**config.mk**
```make
export PLATFORM = sky130hd
export DESIGN_NAME = serial_sub_ctrl
export DESIGN_NICKNAME = d
export VERILOG_FILES = /design/src/rtl/serial_sub_ctrl.sv
export SDC_FILE = /design/constraint.sdc
export NUM_CORES = 1
export LEC_CHECK = 0
export CAP_MARGIN = 20
export CORE_MARGIN = 2
export CORE_UTILIZATION = 50
export DETAILED_ROUTE_END_ITERATION = 12
export PLACE_DENSITY = 0.86
export SYNTH_ARGS = -nofsm -noshare
export SYNTH_HDL_FRONTEND = slang
export SYNTH_SLANG_ARGS = --single-unit
```
**constraint.sdc**
```tcl
create_clock -name clk -period 3.45 [get_ports clk]
set_input_delay 0.69 -clock clk [delete_from_list [all_inputs] [get_ports clk]]
set_output_delay 0.69 -clock clk [all_outputs]
set_load 0.005 [all_outputs]
```
**src/rtl/serial_sub_ctrl.sv**
```systemverilog
// ============================================================================
// Module   : serial_sub_ctrl
// Brief    : Bit-serial a - b using one shared 1-bit subtractor cell, LSB first.
//            Optional unsigned floor saturation when SERSUB_SAT_EN is defined.
// Revision : 1.0 - initial release
// ============================================================================
`default_nettype none

module serial_sub_ctrl #(
  parameter int WIDTH = 8
) (
  input  logic             clk,
  input  logic             rst,
  input  logic             start,
  input  logic [WIDTH-1:0] a,
  input  logic [WIDTH-1:0] b,
  output logic             busy,
  output logic             done,
  output logic [WIDTH-1:0] diff,
  output logic             borr
);

  localparam int CW = $clog2(WIDTH) + 1;
  localparam logic [CW-1:0] c_last = CW'(WIDTH - 1);

  typedef enum logic [1:0] {
    IDLE = 2'd0,
    RUN  = 2'd1,
    DONE = 2'd2
  } state_t;

  state_t           r_state;
  state_t           w_next;
  logic [WIDTH-1:0] r_a;
  logic [WIDTH-1:0] r_b;
  logic [WIDTH-1:0] r_res;
  logic             r_bin;
  logic [CW-1:0]    r_cnt;
  logic [WIDTH-1:0] r_diff;
  logic             r_borr;

  logic             w_accept;
  logic             w_last;
  logic             w_hd;
  logic             w_hb;
  logic             w_d;
  logic             w_bout;
  logic [WIDTH-1:0] w_res_next;
  logic [WIDTH-1:0] w_final;

  // Two cascaded half subtractors; the borrows are ORed into the cell's bout.
  always_comb begin
    w_hd   = r_a[0] ^ r_b[0];
    w_hb   = ~r_a[0] & r_b[0];
    w_d    = w_hd ^ r_bin;
    w_bout = w_hb | (~w_hd & r_bin);
  end

  assign w_res_next = {w_d, r_res[WIDTH-1:1]};

`ifdef SERSUB_SAT_EN
  assign w_final = w_bout ? '0 : w_res_next;
`else
  assign w_final = w_res_next;
`endif

  assign w_accept = start && (r_state != RUN);
  assign w_last   = (r_cnt == c_last);

  always_comb begin
    w_next = r_state;
    case (r_state)
      IDLE:    if (start) w_next = RUN;
      RUN:     if (w_last) w_next = DONE;
      DONE:    w_next = start ? RUN : IDLE;
      default: w_next = IDLE;
    endcase
  end

  always_ff @(posedge clk) begin
    if (rst) r_state <= IDLE;
    else     r_state <= w_next;
  end

  always_ff @(posedge clk) begin
    if (rst) begin
      r_a    <= '0;
      r_b    <= '0;
      r_res  <= '0;
      r_bin  <= 1'b0;
      r_cnt  <= '0;
      r_diff <= '0;
      r_borr <= 1'b0;
    end else if (w_accept) begin
      r_a   <= a;
      r_b   <= b;
      r_res <= '0;
      r_bin <= 1'b0;
      r_cnt <= '0;
    end else if (r_state == RUN) begin
      r_a   <= r_a >> 1;
      r_b   <= r_b >> 1;
      r_res <= w_res_next;
      r_bin <= w_bout;
      r_cnt <= r_cnt + 1'b1;
      // Result registers move only on the final bit so partial sums stay hidden.
      if (w_last) begin
        r_diff <= w_final;
        r_borr <= w_bout;
      end
    end
  end

  assign busy = (r_state == RUN);
  assign done = (r_state == DONE);
  assign diff = r_diff;
  assign borr = r_borr;

endmodule

`default_nettype wire
```
==> impl_metrics.ini, run 1 <==
[clock_tree]
cts-resized-gates = 0
clock_path_buffers = 2
cts_sinks = 39
cts_made_buffers = 5
htreeDepth = 2
clkLatencyLatePin_ps = 340
clockRootBuffer = clkbuf_4
cts_tree = built
clk_transition_reported_paths_ps = 110
postCtsSetupRepairBufs = 0
holdBufCountCts = 0

[logic_synthesis]
synth.cell_area_sq_um = 1657
synth_ff_type = dfxtp_1
syn_nets = 195
yosys-top-cells-area = dfxtp_1 (47%), mux2i_1 (9.7%), a211oi_1 (6.3%)
ys_seq_area_frac = 0.4713
syn_inst = 174
synth-edff-count = 0
yosysTopAreaCell = dfxtp_1
synth_top_area_share = 0.4713
synth.yosys.warnings = 0
synth.avg_cell_area_sq_um = 9.521
synthTopCellsByCount = dfxtp_1 (39), a21oi_1 (18), nor2_1 (18), mux2i_1 (16), nand2_1 (16)
synth_async_sr_flop_share = 0
ys_types = 31
synth_most_common_cell = dfxtp_1
ys_ff_latch = 39

[setup_path]
cp-end-kind = output pin
slowest_stage = clkdlybuf4s50_1
r2r_cells = 4
arrival_ps = 2110
required_ps = 2760
critical_path_class = flop to output pin
crit_chain = nand2b_4 -> inv_2 -> clkdlybuf4s50_1
r2r_start = r_state[0]
critPathLaunch = r_state[0]
critPathMaxFanout = 49
timing.rr.end = borr
crit_buf_inv = 2
r2r_slack_ps = 1830
startpoint_type = flop
slowest_delay_ps = 590
path_delay_family = buffers and inverters

[die]
core_area_sq_um = 3103
ios = 30
die_w_microns = 61.56
start_util = 0.5339
dieArea_sq_um = 3790
die_y_microns = 61.56
row_count = 20

[global_routing]
grt_pass1_wl_mm = 5.209
antenna_found_initial = 0
grt_pass1_vias = 1230
globalRouteMet3Util = 0.05882
track_usage = 0.1899
gr-total-overflow = 0
grt_max_degree = 50
use_met2 = 0.2887
busiest_layer = met2
use_met1 = 0.2363

[timing]
max_freq_mhz = 356.8
finalSetupViolations = 0
tns_ps = 0
relSlewSlack = 0.3420
fin_ws_ps = 647.1
tightest_slew_ps = 983.9
hold_viol_final = 0
final-max-slew-violation-count = 0
finalCriticalPeriod_ps = 2803
finalCritPeriodShare = 0.8124
rsz0062_at_grt = no
finalClockSkew_ps = 8.453

[layout]
antenna_cells = 0
regArea_sq_um = 780.7
nFillCells = 273
multi_input_comb_area_sq_um = 738.2
nets = 218
stdcell_count = 242
drive_gt1_frac = 0.07071
syn2layout_area_growth_pct = 18.88

[power_and_ir_drop]
p_total_uw = 903.7
clkPwrFrac = 0.351
p_leak_nw = 0.7247
power.density_nw_per_um2 = 458.8
combinationalPowerShare = 0.114
p_seq_frac = 0.535
power_switching_share = 0.2352
vdd_drop_max_uv = 284.6
switching_power_uw = 212.6
p_int_uw = 691.1

[placement]
port_buffers = 29
place_ws_ps = 951.1
hpwl_mm = 1.901
place_inst = 234
place_congestion = 0.7150

[detailed_routing]
first_iter_violations = 73
wire_per_inst_microns = 12.53
drcViolationCount = 0
drt_pre_antenna_iters = 4
vias = 1276
ant_nets = 0
via_per_inst = 5.273
wl_mm = 3.032

[min_path]
hold_path.class = flop to flop
min_from = r_res[1]
whs_endpoint = diff[0]
min_path_cells = 2

[job]
maxCapViolCount = 0

[outcome]
status = finished clean
[tightest hold or removal path, cell delays in order, from the launching register on]
cell and delay [ps]:
dfxtp_1 330, nand3_1 60, a21oi_1 50
[power groups by stage]
stage                     combinational [mW]  sequential (mW)  clock (mW)
after floorplan                       0.0841            0.490           0
after global placement                0.0999            0.492           0
after detailed placement               0.103            0.493           0
after CTS                              0.104            0.483       0.325
after global routing                   0.115            0.486       0.347
final                                  0.103            0.483       0.317
[per-stage QoR]
stage / hold slack (ps) / util / area (sq um)
CTS: 479.6 / 0.6347 / 1969
finish: 477.3 / 0.6347 / 1969
floorplan: 436.6 / - / 1657
detailed placement: 464.5 / 0.6069 / 1883
global placement: 447.9 / 0.6069 / 1883
global route: 494.6 / 0.6347 / 1969
[final cells by class]
class	instances	share of cell area
clock buffer	6	0.02605
clock inverter	2	0.01779
inverter	3	0.005718
multi-input combinational	118	0.3748
sequential	39	0.3964
tap	44	0.02795
timing repair buffer	30	0.1512
[registers in the layout, summed over array words and instances, names as in the netlist]
| register | flops |
|---|---|
| borr | 1 |
| diff | 8 |
| r_a | 8 |
| r_b | 8 |
| r_bin | 1 |
| r_cnt | 4 |
| r_res | 7 |
| r_state | 2 |
[cells by family (layout without fill, tap and decap cells)]
family / Yosys count / after routing / synth area share
DFF: 39 / 39 / 0.4713
adders and majority gates: 2 / 2 / 0.01964
xor gates and xnor gates: 2 / 2 / 0.01058
muxes: 16 / 16 / 0.09667
AOI/OAI and AO/OA: 45 / 45 / 0.1714
and+or+nand+nor: 53 / 53 / 0.1473
buffers and inverters: 17 / 41 / 0.08307
[worst max-delay path by stage]
stage               slack (ps)  endpoint  depth (start not counted)
detailed placement         950     r_bin                          3
global placement          1040     r_bin                          3
CTS                        640      busy                          3
global route               490      busy                          3
finish                     650      busy                          3
floorplan                 2020      busy                          3
[per-layer routing]
| metal | vias up | share of wire |
|---|---|---|
| li1 | 652 | - |
| met1 | 583 | 0.47 |
| met2 | 33 | 0.47 |
| met3 | 8 | 0.036 |
| met4 | 0 | 0.027 |
| met5 | - | 0 |
[cell usage in the layout, fill, tap and decap left out, types with 2 or more instances in the layout]
cell / instances
a211oi_1: 14
a21oi_1: 18
clkbuf_4: 5
clkdlybuf4s50_1: 29
dfxtp_1: 39
inv_1: 2
mux2i_1: 16
nand2_1: 16
nand3_1: 9
nand3b_1: 2
nor2_1: 18
nor2b_1: 2
nor3_1: 3
o21ai_0: 9
Power figures use the tool's default switching activity.
==> run 2: changes to the inputs <==
- CORE_UTILIZATION: 50 -> 46
- PLACE_DENSITY: 0.86 -> 0.83
- clock period: 3.45 -> 2.4 ns (I/O delays scaled with it)
==> impl_metrics.ini, run 2 (synthesis results as in run 1) <==
[outcome]
status = finished clean

[timing]
final-max-slew-violation-count = 0
finalClockSkew_ps = 12.96
finalSetupViolations = 0
fin_ws_ps = 518.6
rsz0062_at_grt = no
relSlewSlack = 0.7046
tns_ps = 0
finalCritPeriodShare = 0.7839
finalCriticalPeriod_ps = 1881
hold_viol_final = 0
max_freq_mhz = 531.5
tightest_slew_ps = 443.2

[die]
row_count = 21
die_y_microns = 64.01
dieArea_sq_um = 4097
die_w_microns = 64.01
core_area_sq_um = 3390
ios = 30
start_util = 0.4887

[clock_tree]
holdBufCountCts = 0
htreeDepth = 2
clockRootBuffer = clkbuf_4
postCtsSetupRepairBufs = 0
cts_made_buffers = 5
cts_sinks = 39
clk_transition_reported_paths_ps = 110
clkLatencyLatePin_ps = 340
clock_path_buffers = 2
cts-resized-gates = 0
cts_tree = built

[global_routing]
grt_pass1_vias = 1263
antenna_found_initial = 0
track_usage = 0.1793
grt_max_degree = 49
gr-total-overflow = 0
grt_pass1_wl_mm = 5.678

[detailed_routing]
wire_per_inst_microns = 13.35
first_iter_violations = 70
drcViolationCount = 0
vias = 1296
wl_mm = 3.271
drt_pre_antenna_iters = 4
ant_nets = 0
via_per_inst = 5.290

[placement]
place_inst = 239
hpwl_mm = 2.159
place_congestion = 0.6815
port_buffers = 29
place_ws_ps = 574.1

[setup_path]
r2r_cells = 4
required_ps = 1920
cp.depth = 3
critical_path_class = flop to output pin
startpoint_type = flop
cp-endpoint = busy
crit_buf_inv = 2
critPathLaunch = r_state[0]
arrival_ps = 1400
r2r_slack_ps = 880
r2r_start = r_state[0]
cp-end-kind = output pin
timing.rr.end = r_bin
path_delay_family = buffers and inverters
critPathMaxFanout = 4
slowest_stage = clkdlybuf4s50_1
slowest_delay_ps = 490
crit_chain = nand2b_4 -> inv_2 -> clkdlybuf4s50_1

[job]
maxCapViolCount = 0

[layout]
syn2layout_area_growth_pct = 18.43
nets = 221
stdcell_count = 245
layout_commonest_cell = dfxtp_1
final_cell_mix = dfxtp_1 (39), clkdlybuf4s50_1 (29), nor2_1 (18), a21oi_1 (18)
drive_gt1_frac = 0.07035
antenna_cells = 0

[power_and_ir_drop]
vdd_drop_max_uv = 299.7
power.density_nw_per_um2 = 587.2
p_leak_nw = 0.7197

[min_path]
hold_path.class = flop to flop
## run 2: per-layer routing
metal  share of wire  up-vias  global-route usage  wire, microns
met2            0.47       30              0.2969           1525
met5               0        -                   0              0
met1            0.46      607              0.2109           1498
met3           0.061        4             0.06514            199
met4           0.015        0             0.06793             48
li1                -      655                   -              -
## run 2: metrics by stage
step | area, sq um | util | power, mW | hold slack (ps)
4_1_cts | 1962 | 0.5788 | 1.163 | 473.8
2_1_floorplan | 1657 | - | 0.8256 | 436.6
3_3_place_gp | 1921 | 0.5666 | 0.8650 | 449.5
3_5_place_dp | 1921 | 0.5666 | 0.8695 | 459.7
6_report | 1962 | 0.5788 | 1.152 | 469.7
5_1_grt | 1962 | 0.5788 | 1.212 | 511.9
## run 2: worst min-delay path by stage
stage	from	to	slack, ps	depth (start not counted)
6_report	r_res[1]	r_res[1]	470	2
3_3_place_gp	r_res[1]	r_res[1]	450	2
5_1_grt	r_res[4]	r_res[3]	510	2
2_1_floorplan	r_res[1]	r_res[1]	440	2
3_5_place_dp	r_res[1]	r_res[1]	460	2
4_1_cts	r_res[1]	r_res[1]	470	2
## run 2: report_power, final
part,switching [mW],total (mW),internal (mW)
Combinational,0.0831,0.160,0.0767
Sequential,0.0181,0.695,0.677
Clock,0.193,0.297,0.104
## run 2: area by class of cell
type                            count  area, sq um
Sequential cell                    39        780.7
Inverter                            3        11.26
Clock buffer                        6        41.29
Multi-Input combinational cell    118        738.2
Tap cell                           46        57.56
Timing Repair Buffer               33        332.8
Fill cell                         314         1428
## run 2: worst register-to-register path, stage by stage (launching register included)
cell      delay (ps)
dfxtp_1          380
nand2b_4          90
buf_4            400
a21o_1           440
a211oi_1          90
